`src/rtl/exp4_fluxo_dados.sv`:
```
// Datapath for the Experiment 4 memory game: position counter, sequence ROM,
// play register, equality comparator and button rising-edge detector.
module exp4_fluxo_dados (
    input  logic       clock,
    input  logic       reset,
    input  logic       zeraC,
    input  logic       contaC,
    input  logic       zeraR,
    input  logic       registraR,
    input  logic [3:0] chaves,
    output logic       jogada,
    output logic       igual,
    output logic       fim,
    output logic [3:0] db_contagem,
    output logic [3:0] db_memoria,
    output logic [3:0] db_jogada,
    output logic       db_tem_jogada
);

    logic [3:0] contagem;
    logic [3:0] registro;
    logic [3:0] memoria;
    logic       tem_d;

    // Position counter: clear has priority over increment; wraps 15 -> 0.
    always_ff @(posedge clock) begin
        if (reset)
            contagem <= '0;
        else if (zeraC)
            contagem <= '0;
        else if (contaC)
            contagem <= contagem + 4'd1;
    end

    // Play register: clear has priority over load; raw button value is stored.
    always_ff @(posedge clock) begin
        if (reset)
            registro <= '0;
        else if (zeraR)
            registro <= '0;
        else if (registraR)
            registro <= chaves;
    end

    // Previous-cycle "any button" level; resets to 1 so a button held
    // across reset release is not reported as a fresh press.
    always_ff @(posedge clock) begin
        if (reset)
            tem_d <= 1'b1;
        else
            tem_d <= db_tem_jogada;
    end

    // Fixed 16-entry sequence ROM, asynchronous read at the counter position.
    always_comb begin
        memoria = 4'b0001;
        case (contagem)
            4'd0:  memoria = 4'b0001;
            4'd1:  memoria = 4'b0010;
            4'd2:  memoria = 4'b0100;
            4'd3:  memoria = 4'b1000;
            4'd4:  memoria = 4'b0100;
            4'd5:  memoria = 4'b0010;
            4'd6:  memoria = 4'b0001;
            4'd7:  memoria = 4'b0001;
            4'd8:  memoria = 4'b0010;
            4'd9:  memoria = 4'b0010;
            4'd10: memoria = 4'b0100;
            4'd11: memoria = 4'b0100;
            4'd12: memoria = 4'b1000;
            4'd13: memoria = 4'b1000;
            4'd14: memoria = 4'b0001;
            4'd15: memoria = 4'b0100;
            default: memoria = 4'b0001;
        endcase
    end

    // Status and debug outputs; the press pulse is suppressed while in reset.
    always_comb begin
        db_tem_jogada = |chaves;
        jogada        = db_tem_jogada & ~tem_d & ~reset;
        igual         = (registro == memoria);
        fim           = (contagem == 4'd15);
        db_contagem   = contagem;
        db_memoria    = memoria;
        db_jogada     = registro;
    end

endmodule

```
`config.mk`:
```
export PLATFORM = sky130hd
export DESIGN_NAME = exp4_fluxo_dados
export DESIGN_NICKNAME = d
export VERILOG_FILES = /design/src/rtl/exp4_fluxo_dados.sv
export SDC_FILE = /design/constraint.sdc
export NUM_CORES = 1
export LEC_CHECK = 0
export ABC_AREA = 1
export ABC_CLOCK_PERIOD_IN_PS = 3150
export BUFFER_PORTS_ARGS = -buffer_cell sky130_fd_sc_hd__buf_2
export CAP_MARGIN = 30
export CORE_MARGIN = 2
export CORE_UTILIZATION = 49
export DETAILED_ROUTE_END_ITERATION = 10
export GPL_TIMING_DRIVEN = 0
export PLACE_DENSITY_LB_ADDON = 0.3
export SKIP_LAST_GASP = 1
export SLEW_MARGIN = 0
export SYNTH_ARGS = -nofsm -noshare
export SYNTH_HDL_FRONTEND = slang
export SYNTH_SLANG_ARGS = --single-unit
export TNS_END_PERCENT = 10
```
`constraint.sdc`:
```
create_clock -name clock -period 3.15 [get_ports clock]
set_input_delay 0.315 -clock clock [delete_from_list [all_inputs] [get_ports clock]]
set_output_delay 0.315 -clock clock [all_outputs]
set_load 0.01 [all_outputs]
```
# --- Word-level counts from Yosys, hierarchy flattened ---
# Memory sizes are Yosys's and may differ from the RTL's. A register that Yosys moved wholly into a read port is not among the register bits.
# Index checks and enable logic that the tools add are counted.
totals:
  mem_bits_rw: 0
  word_cells: 16
  input_bits: 10
  mem_bits_ro: 64
  out_inout_bits: 16
  ff_bits: 9
  memories: 1
  latchBits: 0
op_classes:
  bitwise: 4
  shift: 0
  multipliers: 0
  order_cmp: 0
  n_eq_ne: 2
  mux: 2
  add_sub_neg: 1
  n_reduce_logical: 3
  div_mod_pow: 0
memory_table:
  columns: ["name", "words", "word_bits", "read_ports", "rd_clocked_by_memory_dff", "write_ports", "line", "rtl"]
  rows:
  - ["(no name shown)", 16, 4, 1, 1, 0, "57", "case (contagem)"]
ops:
  columns: ["cell", "n"]
  rows:
  - ["$mux W4", 2]
  - ["$add A4 B1 Y4 const B", 1]
  - ["$eq A4 B4 Y1", 1]
  - ["$eq A4 B4 Y1 const B", 1]
  - ["$reduce_or A2 Y1", 2]
  - ["$reduce_or A4 Y1", 1]
  - ["$and A1 B1 Y1", 2]
  - ["$not A1 Y1", 2]

# --- Depth between registers and ports, before layout ---
logic_depth:
  depth_word: 3
  mapped_depth: 9
  mapped_depth_nobuf: 9

# --- Worst setup path before layout ---
# No wires, ideal clock.
synth_timing:
  path_type: "register to register"
  start: "register contagem[0], in the netlist db_contagem[0]"
  end: "register, netlist name db_memoria[0]"
  stages_incl_launch_ff: 10
  setup_ns: 0.112
  setup_slack_ns: 1.855
  required_ns: 3.038
  synth_period_minus_slack_ns: 1.295
  path_buffers: 0
  arrival_time_ns: 1.183
  path_cell_list: "dfxtp_1 > ha_1 > inv_1 > nand2_1 > nand3_2 > clkinv_2 > nand3_1 > inv_1 > nand2_1 > nand2_1"
synth_via:
  elab_chain_cells: 3
synth_rtl:
  columns: ["item", "line", "rtl"]
  rows:
  - ["start: declaration", "20", "logic [3:0] contagem;"]
  - ["start signal: assignment", "32", "contagem <= contagem + 4'd1;"]
  - ["$add A4 B1 Y4", "32", null]
  - ["$mux W4 (no line) (*) (2 in series)", null, null]
# Every way passes the cells marked *; elsewhere a longest branch is shown, timed or not.
# A chain may end at the register's enable or synchronous reset.

# --- Worst setup path in the final report ---
layout_timing:
  start: "register registro[2], in the netlist db_jogada[2]"
  end: "output port igual"
layout_via:
  elab_chain_cells: 1
layout_rtl:
  columns: ["item", "line", "rtl"]
  rows:
  - ["start: declaration", "21", "logic [3:0] registro;"]
  - ["start signal: assignment", "42", "registro <= chaves;"]
  - ["$eq A4 B4 Y1", "82", "igual = (registro == memoria);"]
  - ["end: declaration", "12", "output logic igual,"]
# Every way passes these cells.

==> impl_results.md <==
* Outcome: finished clean
* Final setup TNS at 0 ps
* Die footprint at 0.00165 sq mm
* PostCTS Resize Cnt at 0
* Syn Nets at just over 100
* Fillers at between 100 and 150
* First-pass GRT wire length at around 2000 um
* Ys Warns at 0
* Arr. time, crit path at 1180 ps
* TritonCTS clock tree: built
* DRC Markers at 0
* Post-synthesis sequential area ratio at between 30% and 40%
* Worst setup EP type: output pin
* Post-route ant nets at 0
* Avg Cell Area, Syn at around 7.3 sq um
* #FFs+latches synth at 13
* Area of the multi-input gates at approximately 340 sq um
* Via count at around 650
* Mux share of post-synthesis cell area at 0%
* GP Congestion at approximately 0.77
* Peak supply drop at between 0.2 and 0.25 mV
* Dpl hpwl at ~1200 um
* Gate Count Post-Synth at 90
* CP required at 2830 ps
* Vias in the first global route at between 500 and 600
* Worst Tran Pin Value at 469 ps
* Critical Path Fanout Max at 3
* Period utilization at 47.6%
* Area Growth Syn to Fin at 25.9%
* Synth Area in Compound Gates at around 4.4%
* Num ports at 26
* Quantity of hold-fixing buffers added after cts at 0
* Initial DRC count at 12
* Post-Synth XOR/XNOR Area at under 10%
* Worst slew margin at between 60 and 70%
* Max cap viols at 0
* Setup ws final at 1650 ps
* Final Hold Viols at 0
* GR Util All Layers at approximately 20%
* Die width at about 41 um
* Min Tclk post-route at around 1500 ps
* Total power at 325 uW
* # H-tree levels at 1
* Root Buffer: clkbuf_4
* PortBufs at 25
* Max Root-Sink Buffers at 2
* Clock Latency Late Sink at between 200 and 300 ps
* Critical-path cell list: xnor2_1 > nand2_1 > nor3_1 > buf_2
* Clock transition at path regs at 80 ps
* Antenna diodes at 0
* Initial antenna violation count at 0
* Crit path kind: reg -> out
* Largest net degree at the start of global routing at 8
* Leak at ~0.46 nW
* Simple-gate share of the synthesized area at about two fifths
* Post-Syn Area at roughly 660 sq um
* Slowest cell on crit path: dfxtp_1
* Pre-antenna DRT Iters at 5
* Post-place setup slack at ~1700 ps
* Vias/cell at slightly below 5
* Nets at between 100 and 150
* Setup Viol. Count Final at 0
* Max-slew violations at 0
* Clock sink total at 13
* Max incr delay on CP at 370 ps
* Final Skew at 3.66 ps
* Pwr/cell area at 393 mW/mm^2
* Fraction of layout cells with a size suffix above 1 at 33.6%
* Peak Freq at about 670 MHz
* Grt total ovfl at 0
* DIE HEIGHT at a little over 40 um
* Hold WC Path Type: in -> reg
* Routed WL per cell at between 10 and 15 um
* Register Area at between 200 and 300 sq um
* RSZ-0062 raised after global routing: no
* Drt total wl at about 1500 um
* Synth Area in Adders at 1.90%
* Yosys cell types at 20
* Starting Density at between 50% and 60%
* Row Count at 13
* Critical Path Start Type: register
* Total CTS buffers at 3
* Post-CTS setup buffer count at 0
* Largest family of logic cells by synthesized area: simple AND/OR/NAND/NOR gates
* CORE AREA at approximately 0.0013 sq mm
==> cells in the final DEF, fill, tap and decap left out, drive strengths merged <==
cell and instances:
ha 1, xor2 3, buf 25, nand4 3, clkinv 1, nand3 8, nor3 2, o21ai 1
xnor2 2, or2 1, nand2 29, clkbuf 4, nor2 8, inv 13, nor4 1, a21oi 4
dfxtp 13
==> state kept, by name (all words and copies together), names as in the netlist <==
register and flops:
tem_d 1, db_memoria 4, db_jogada 4, db_contagem 4
==> synth_stat cells, drive strengths merged <==
cell    instances  area [sq um]
inv            13          48.8
a21oi           4          20.0
nand3           8          50.1
dfxtp          13           260
clkinv          1          5.00
xor2            3          26.3
nor2            8          46.3
or2             1          6.26
nor3            2          10.0
ha              1          12.5
xnor2           2          17.5
nor4            1          6.26
nand4           3          18.8
o21ai           1          8.76
nand2          29           121
==> worst max-delay path: cells and delay by family, from the launching register on <==
| family | cells | cell delay (ps) |
|---|---|---|
| XOR/XNOR | 1 | 140 |
| buffers and inverters | 1 | 160 |
| flip-flops | 1 | 370 |
| AND/OR/NAND/NOR | 2 | 230 |
==> layer usage <==
layer	global-route usage (%)	vias up	wire length, um
met5	0	-	0
met3	3.26	4	52
met1	21.0	289	637
met2	32.5	17	747
met4	17.5	0	45
li1	-	341	-
==> logic make-up after synthesis <==
family,after synthesis
XOR/XNOR,5
adder cells (fa/ha/maj),1
flip-flops,13
buffers and inverters,14
AO/OA/AOI/OAI,5
AND/OR/NAND/NOR,52
==> path summary, 6_finish.rpt <==
path | start | to | slack (ps) | depth (start not counted)
worst min-delay path | chaves[2] | db_jogada[2]$_SDFFE_PP0P_ | 290 | 3
worst max-delay path | db_jogada[2]$_SDFFE_PP0P_ | igual | 1650 | 4
worst min register to register | db_jogada[0]$_SDFFE_PP0P_ | db_jogada[0]$_SDFFE_PP0P_ | 500 | 2
worst max register to register | db_contagem[0]$_SDFFE_PP0P_ | db_memoria[0]$_DFF_P_ | 1780 | 9
==> power by group <==
part | switching (mW) | internal, mW | leakage [nW] | total [mW]
clock | 0.0562 | 0.0492 | 0.0150 | 0.105
sequential | 0.00449 | 0.170 | 0.106 | 0.174
combinational | 0.0274 | 0.0186 | 0.342 | 0.0460
==> cell type report <==
type                            instances  share of cell area (%)
Clock buffer                            4                    3.17
Inverter                               14                    6.50
Multi-Input combinational cell         63                    41.5
Sequential cell                        13                    31.4
Tap cell                               15                    2.27
Timing Repair Buffer                   25                    15.1
==> metrics by stage <==
| stage | util (%) | hold slack (ps) | std cells | area (sq um) |
|---|---|---|---|---|
| 2_1_floorplan | - | 415 | 90 | 658 |
| 3_3_place_gp | 62.4 | 478 | 130 | 802 |
| 3_5_place_dp | 62.4 | 484 | 130 | 802 |
| 4_1_cts | 64.5 | 286 | 134 | 828 |
| 5_1_grt | 64.5 | 296 | 134 | 828 |
| 6_report | 64.5 | 291 | 134 | 828 |
(Power assumes the default switching activity.)
